**src/rtl/mem_op_sequencer.sv**
```systemverilog
// mem_op_sequencer: T0..T7 control-step FSM for ldw/ldwi/stw.
// Moore strobes, ready/timeout wait states, illegal-opcode abort.
module mem_op_sequencer #(
  parameter int               OPC_W    = 5,
  parameter int               OPC_MSB  = 31,
  parameter logic [OPC_W-1:0] OP_LDW   = 5'b00000,
  parameter logic [OPC_W-1:0] OP_LDWI  = 5'b00001,
  parameter logic [OPC_W-1:0] OP_STW   = 5'b00010,
  parameter logic [OPC_W-1:0] OP_ADD   = 5'b00011,
  parameter int               WAIT_MAX = 15,
  parameter int               CNT_W    = 4
) (
  input  logic             Clock,
  input  logic             Clear,
  input  logic             Start,
  input  logic             Mem_ready,
  input  logic [31:0]      IR_in,
  output logic             Busy,
  output logic             Done,
  output logic             Illegal,
  output logic             Mem_err,
  output logic [3:0]       Step,
  output logic             PCout,
  output logic             IncPC,
  output logic             PC_enable,
  output logic             MAR_enable,
  output logic             MDR_read,
  output logic             MDR_enable,
  output logic             MDRout,
  output logic             IR_enable,
  output logic             RAM_write,
  output logic             Gra,
  output logic             Grb,
  output logic             R_in,
  output logic             R_out,
  output logic             BAout,
  output logic             Y_enable,
  output logic             ZLowIn,
  output logic             ZLowout,
  output logic             Cout,
  output logic [OPC_W-1:0] Alu_op
);

  typedef enum logic [3:0] {
    S_IDLE = 4'd0,
    S_T0   = 4'd1,
    S_T1   = 4'd2,
    S_T2   = 4'd3,
    S_T3   = 4'd4,
    S_T4   = 4'd5,
    S_T5   = 4'd6,
    S_T6   = 4'd7,
    S_T7   = 4'd8
  } state_t;

  state_t           state;
  state_t           nxt;
  logic [OPC_W-1:0] op;
  logic [CNT_W-1:0] cnt;

  logic is_ldw;
  logic is_ldwi;
  logic is_stw;
  logic legal;
  logic in_wait;
  logic tmo;
  logic unused_ir;

  assign unused_ir = ^IR_in;

  assign is_ldw  = (op == OP_LDW);
  assign is_ldwi = (op == OP_LDWI);
  assign is_stw  = (op == OP_STW);
  assign legal   = is_ldw | is_ldwi | is_stw;

  assign in_wait = (state == S_T1)
                 | ((state == S_T6) & is_ldw)
                 | ((state == S_T7) & is_stw);

  assign tmo = (WAIT_MAX != 0) && in_wait && !Mem_ready
            && (cnt == CNT_W'(WAIT_MAX - 1));

  // next-step selection from current step, opcode and memory handshake
  always_comb begin
    nxt = state;
    case (state)
      S_IDLE: nxt = Start ? S_T0 : S_IDLE;
      S_T0:   nxt = S_T1;
      S_T1: begin
        if (Mem_ready) nxt = S_T2;
        else if (tmo)  nxt = S_IDLE;
      end
      S_T2:   nxt = S_T3;
      S_T3:   nxt = legal ? S_T4 : S_IDLE;
      S_T4:   nxt = S_T5;
      S_T5:   nxt = is_ldwi ? S_IDLE : S_T6;
      S_T6: begin
        if (!is_ldw)        nxt = S_T7;
        else if (Mem_ready) nxt = S_T7;
        else if (tmo)       nxt = S_IDLE;
      end
      S_T7: begin
        if (!is_stw)        nxt = S_IDLE;
        else if (Mem_ready) nxt = S_IDLE;
        else if (tmo)       nxt = S_IDLE;
      end
      default: nxt = S_IDLE;
    endcase
  end

  // step register, opcode latch and wait-cycle counter
  always_ff @(posedge Clock or negedge Clear) begin
    if (!Clear) begin
      state <= S_IDLE;
      op    <= '0;
      cnt   <= '0;
    end else begin
      state <= nxt;
      // opcode is captured as T3 is entered so T3 strobes stay a state decode
      if (state == S_T2) op <= IR_in[OPC_MSB -: OPC_W];
      // staying in a wait state implies Mem_ready was low
      if (in_wait && (nxt == state)) cnt <= cnt + CNT_W'(1);
      else                           cnt <= '0;
    end
  end

  // strobe decode; only Done/Mem_err in wait states see Mem_ready
  always_comb begin
    Busy       = (state != S_IDLE);
    Step       = state;
    Done       = 1'b0;
    Illegal    = 1'b0;
    Mem_err    = 1'b0;
    PCout      = 1'b0;
    IncPC      = 1'b0;
    PC_enable  = 1'b0;
    MAR_enable = 1'b0;
    MDR_read   = 1'b0;
    MDR_enable = 1'b0;
    MDRout     = 1'b0;
    IR_enable  = 1'b0;
    RAM_write  = 1'b0;
    Gra        = 1'b0;
    Grb        = 1'b0;
    R_in       = 1'b0;
    R_out      = 1'b0;
    BAout      = 1'b0;
    Y_enable   = 1'b0;
    ZLowIn     = 1'b0;
    ZLowout    = 1'b0;
    Cout       = 1'b0;
    Alu_op     = '0;
    case (state)
      S_T0: begin
        PCout      = 1'b1;
        MAR_enable = 1'b1;
        IncPC      = 1'b1;
        ZLowIn     = 1'b1;
      end
      S_T1: begin
        ZLowout    = 1'b1;
        PC_enable  = 1'b1;
        MDR_read   = 1'b1;
        MDR_enable = 1'b1;
        Mem_err    = tmo;
      end
      S_T2: begin
        MDRout    = 1'b1;
        IR_enable = 1'b1;
      end
      S_T3: begin
        Grb      = legal;
        BAout    = legal;
        Y_enable = legal;
        Illegal  = !legal;
      end
      S_T4: begin
        Cout   = 1'b1;
        ZLowIn = 1'b1;
        Alu_op = OP_ADD;
      end
      S_T5: begin
        ZLowout = 1'b1;
        unique case (1'b1)
          is_ldwi: begin
            Gra  = 1'b1;
            R_in = 1'b1;
            Done = 1'b1;
          end
          default: MAR_enable = 1'b1;
        endcase
      end
      S_T6: begin
        MDR_enable = 1'b1;
        unique case (1'b1)
          is_ldw: begin
            MDR_read = 1'b1;
            Mem_err  = tmo;
          end
          default: begin
            Gra   = 1'b1;
            R_out = 1'b1;
          end
        endcase
      end
      S_T7: begin
        unique case (1'b1)
          is_stw: begin
            RAM_write = 1'b1;
            Done      = Mem_ready;
            Mem_err   = tmo;
          end
          default: begin
            MDRout = 1'b1;
            Gra    = 1'b1;
            R_in   = 1'b1;
            Done   = 1'b1;
          end
        endcase
      end
      default: ;
    endcase
  end

endmodule
```
**config.mk**
```make
export PLATFORM = sky130hd
export DESIGN_NAME = mem_op_sequencer
export DESIGN_NICKNAME = d
export VERILOG_FILES = /design/src/rtl/mem_op_sequencer.sv
export SDC_FILE = /design/constraint.sdc
export NUM_CORES = 1
export LEC_CHECK = 0
export ABC_AREA = 0
export CAP_MARGIN = 20
export CELL_PAD_IN_SITES_DETAIL_PLACEMENT = 0
export CELL_PAD_IN_SITES_GLOBAL_PLACEMENT = 1
export CORE_MARGIN = 2
export CORE_UTILIZATION = 26
export DETAILED_ROUTE_END_ITERATION = 8
export PLACE_DENSITY = 0.92
export SLEW_MARGIN = 0
export SYNTH_ARGS = -nofsm -noshare
export SYNTH_HDL_FRONTEND = slang
export SYNTH_SLANG_ARGS = --single-unit
```
**constraint.sdc**
```tcl
create_clock -name Clock -period 4.6 [get_ports Clock]
set_clock_uncertainty 0.05 [all_clocks]
set_input_delay 0.92 -clock Clock [delete_from_list [all_inputs] [get_ports Clock]]
set_output_delay 0.92 -clock Clock [all_outputs]
set_load 0.005 [all_outputs]
```
==> metrics.cfg <==
[outcome]
status = complete, no violations

[sta]
rsz0062_at_grt = false
period_minus_slack_ns = 3.41
fmax_mhz = 293
finalSetupTns_ns = 0
worst_pin_slew_ns = 0.637
maxSlewHeadroom_pct = 57.4
setup_slack_ns = 1.19
setup_viol = 0
hold_viol = 0
holdWs_ns = 0.451
maxSlewViolCount = 0
min_period_over_period_pct = 74.1

[die]
die_w_microns = 66.9
start_util_pct = 27.5
die_y_microns = 66.9
core-area_sq_um = 3740
fp.dieArea_sq_um = 4470
pin_count = 67
num_rows = 22

[synth]
synth_cell_types = 42
synth_top_family_by_area = simple AND/OR/NAND/NOR gates
yosysSeqAreaShare_pct = 31.6
synth_edf_count = 0
synthesis.area_sq_um = 1030
synth.area.mux_share_pct = 6.81
synth.avg_cell_area_sq_um = 8.36
synth_compound_area_share_pct = 19.2
yosysWarnings = 0
ys_seq_elements = 13
synth_simple_gate_area_share_pct = 26.4
ys.flop_type = dfrtp_1
synth_cells = 123
synth_xor_area_share_pct = 1.70
synthAdderAreaFrac_pct = 2.43
async_flop_share_pct = 100

[power_and_ir_drop]
power_density_nw_per_um2 = 500
worst_ir_drop_vdd_uv = 185
p_leak_nw = 0.568

[finish]
num-nets-final = 190
n_fill_cell = 398
final_common_cell = clkdlybuf4s50_1
antenna_cells = 0
most-common-layout-cells = clkdlybuf4s50_1, nand2_1, dfrtp_1
drive_gt1_share_pct = 7.95
area_delta_synth_final_pct = 37.1

[grt]
antenna_found_initial = 0
grt_max_degree = 20
track_usage_pct = 12.8
overflow = 0
first_global_vias = 856
grt_pass1_wl_mm = 4.27

[flow_run]
cap_violations = 0

[route]
drt_iter0_drc = 47
vias = 994
antenna_left = 0
drc = 0
via_per_inst = 4.99
finalWirelength_mm = 2.60
wl_per_cell_microns = 13.1
dr.pass1.iters = 4

[placement]
place_hpwl_mm = 1.95
pre_cts_ws_ns = 1.22
placement.io_buffers = 36
place.gp.congestion = 0.802

[clock_network]
hold_buffers = 0
cts_buffers = 3
cts_tree = done
htreeDepth = 1
clockBufferDepth = 2
cts_root_buffer = clkbuf_8
path_clk_slew_ns = 0.06
post_cts_buffers = 0
cts_resized = 0
clock-sinks = 13
clk_latency_ns = 0.24

[critical_path]
critPathKind = reg2out
crit_fanout = 19
end_kind = output pin
start_kind = register
arrival_ns = 2.44
cp.required_ns = 3.63

[hold_path]
min_path_type = reg2reg

-- metrics by stage --
step / cells / instance area, sq um / power, W / util, %
2_1_floorplan: 125 / 1040 / 0.000441 / -
3_3_place_gp: 195 / 1370 / 0.000600 / 36.5
3_5_place_dp: 195 / 1370 / 0.000605 / 36.5
4_1_cts: 199 / 1410 / 0.000711 / 37.7
5_1_grt: 199 / 1410 / 0.000767 / 37.7
6_report: 199 / 1410 / 0.000705 / 37.7
-- path summary, 6_finish.rpt --
kind,start,endpoint,slack (ns),depth (start not counted)
setup / recovery,Step[1],Gra,1.19,5
hold reg to reg,cnt[0],cnt[0],0.45,1
min in group asynchronous,Clear,cnt[2],1.02,1
setup reg to reg,Step[1],cnt[2],2.34,5
hold / removal,cnt[0],cnt[0],0.45,1
max in group asynchronous,Clear,Step[3],3.07,1
-- cell type report --
class / count / area [sq um] / area share [%]
clock buffer: 4 / 45.0 / 3.19
tap: 48 / 60.1 / 4.26
multi-input combinational: 91 / 593 / 42.1
timing repair buffer: 36 / 360 / 25.6
sequential: 13 / 325 / 23.1
inverter: 7 / 26.3 / 1.86
-- synth_stat cells (all sizes together) (2+ instances only) --
| cell type | instances | share of area, % |
|---|---|---|
| nand2 | 14 | 5.1 |
| dfrtp | 13 | 32 |
| buf | 10 | 7.4 |
| nor2 | 9 | 3.3 |
| inv | 7 | 2.6 |
| nor3 | 7 | 3.9 |
| o21ai | 7 | 3.4 |
| a21oi | 5 | 2.4 |
| mux2 | 5 | 5.5 |
| nand3 | 5 | 2.4 |
| clkbuf | 4 | 1.5 |
| o221ai | 3 | 2.6 |
| a22oi | 2 | 1.5 |
| and2 | 2 | 1.2 |
| and4b | 2 | 1.9 |
| ha | 2 | 2.4 |
| nand2b | 2 | 1.2 |
| o21bai | 2 | 1.5 |
| o22ai | 2 | 1.2 |
-- cell families after synthesis --
group,after synthesis
buf+inv,21
mux,6
flops,13
simple gates,49
compound gates,29
fa+ha+maj,2
xor+xnor,2
other cells,1
-- per-layer routing --
metal	vias up	track usage [%]	share of wire, %
li1	491	-	-
met1	467	18.3	49
met2	31	18.8	44
met3	5	2.20	6.1
met4	0	5.36	1.5
met5	-	0	0
-- sequential cells by signal, summed over array words and instances (netlist names) --
signal,cells
cnt,4
op,5
Step,4
-- worst max-delay path, cell delays in order (launching register included) --
cell,delay (ns)
dfrtp_1,0.70
or4bb_1,0.55
o21bai_1,0.16
a22oi_1,0.14
o21ai_0,0.12
clkdlybuf4s50_1,0.52
-- report_power, final --
part	total (W)	internal, W	switching [W]	leakage, nW
clock	0.000104	0.0000613	0.0000429	0.0228
combinational	0.000364	0.000208	0.000156	0.378
sequential	0.000237	0.000150	0.0000867	0.168
Power figures use the tool's default switching activity.
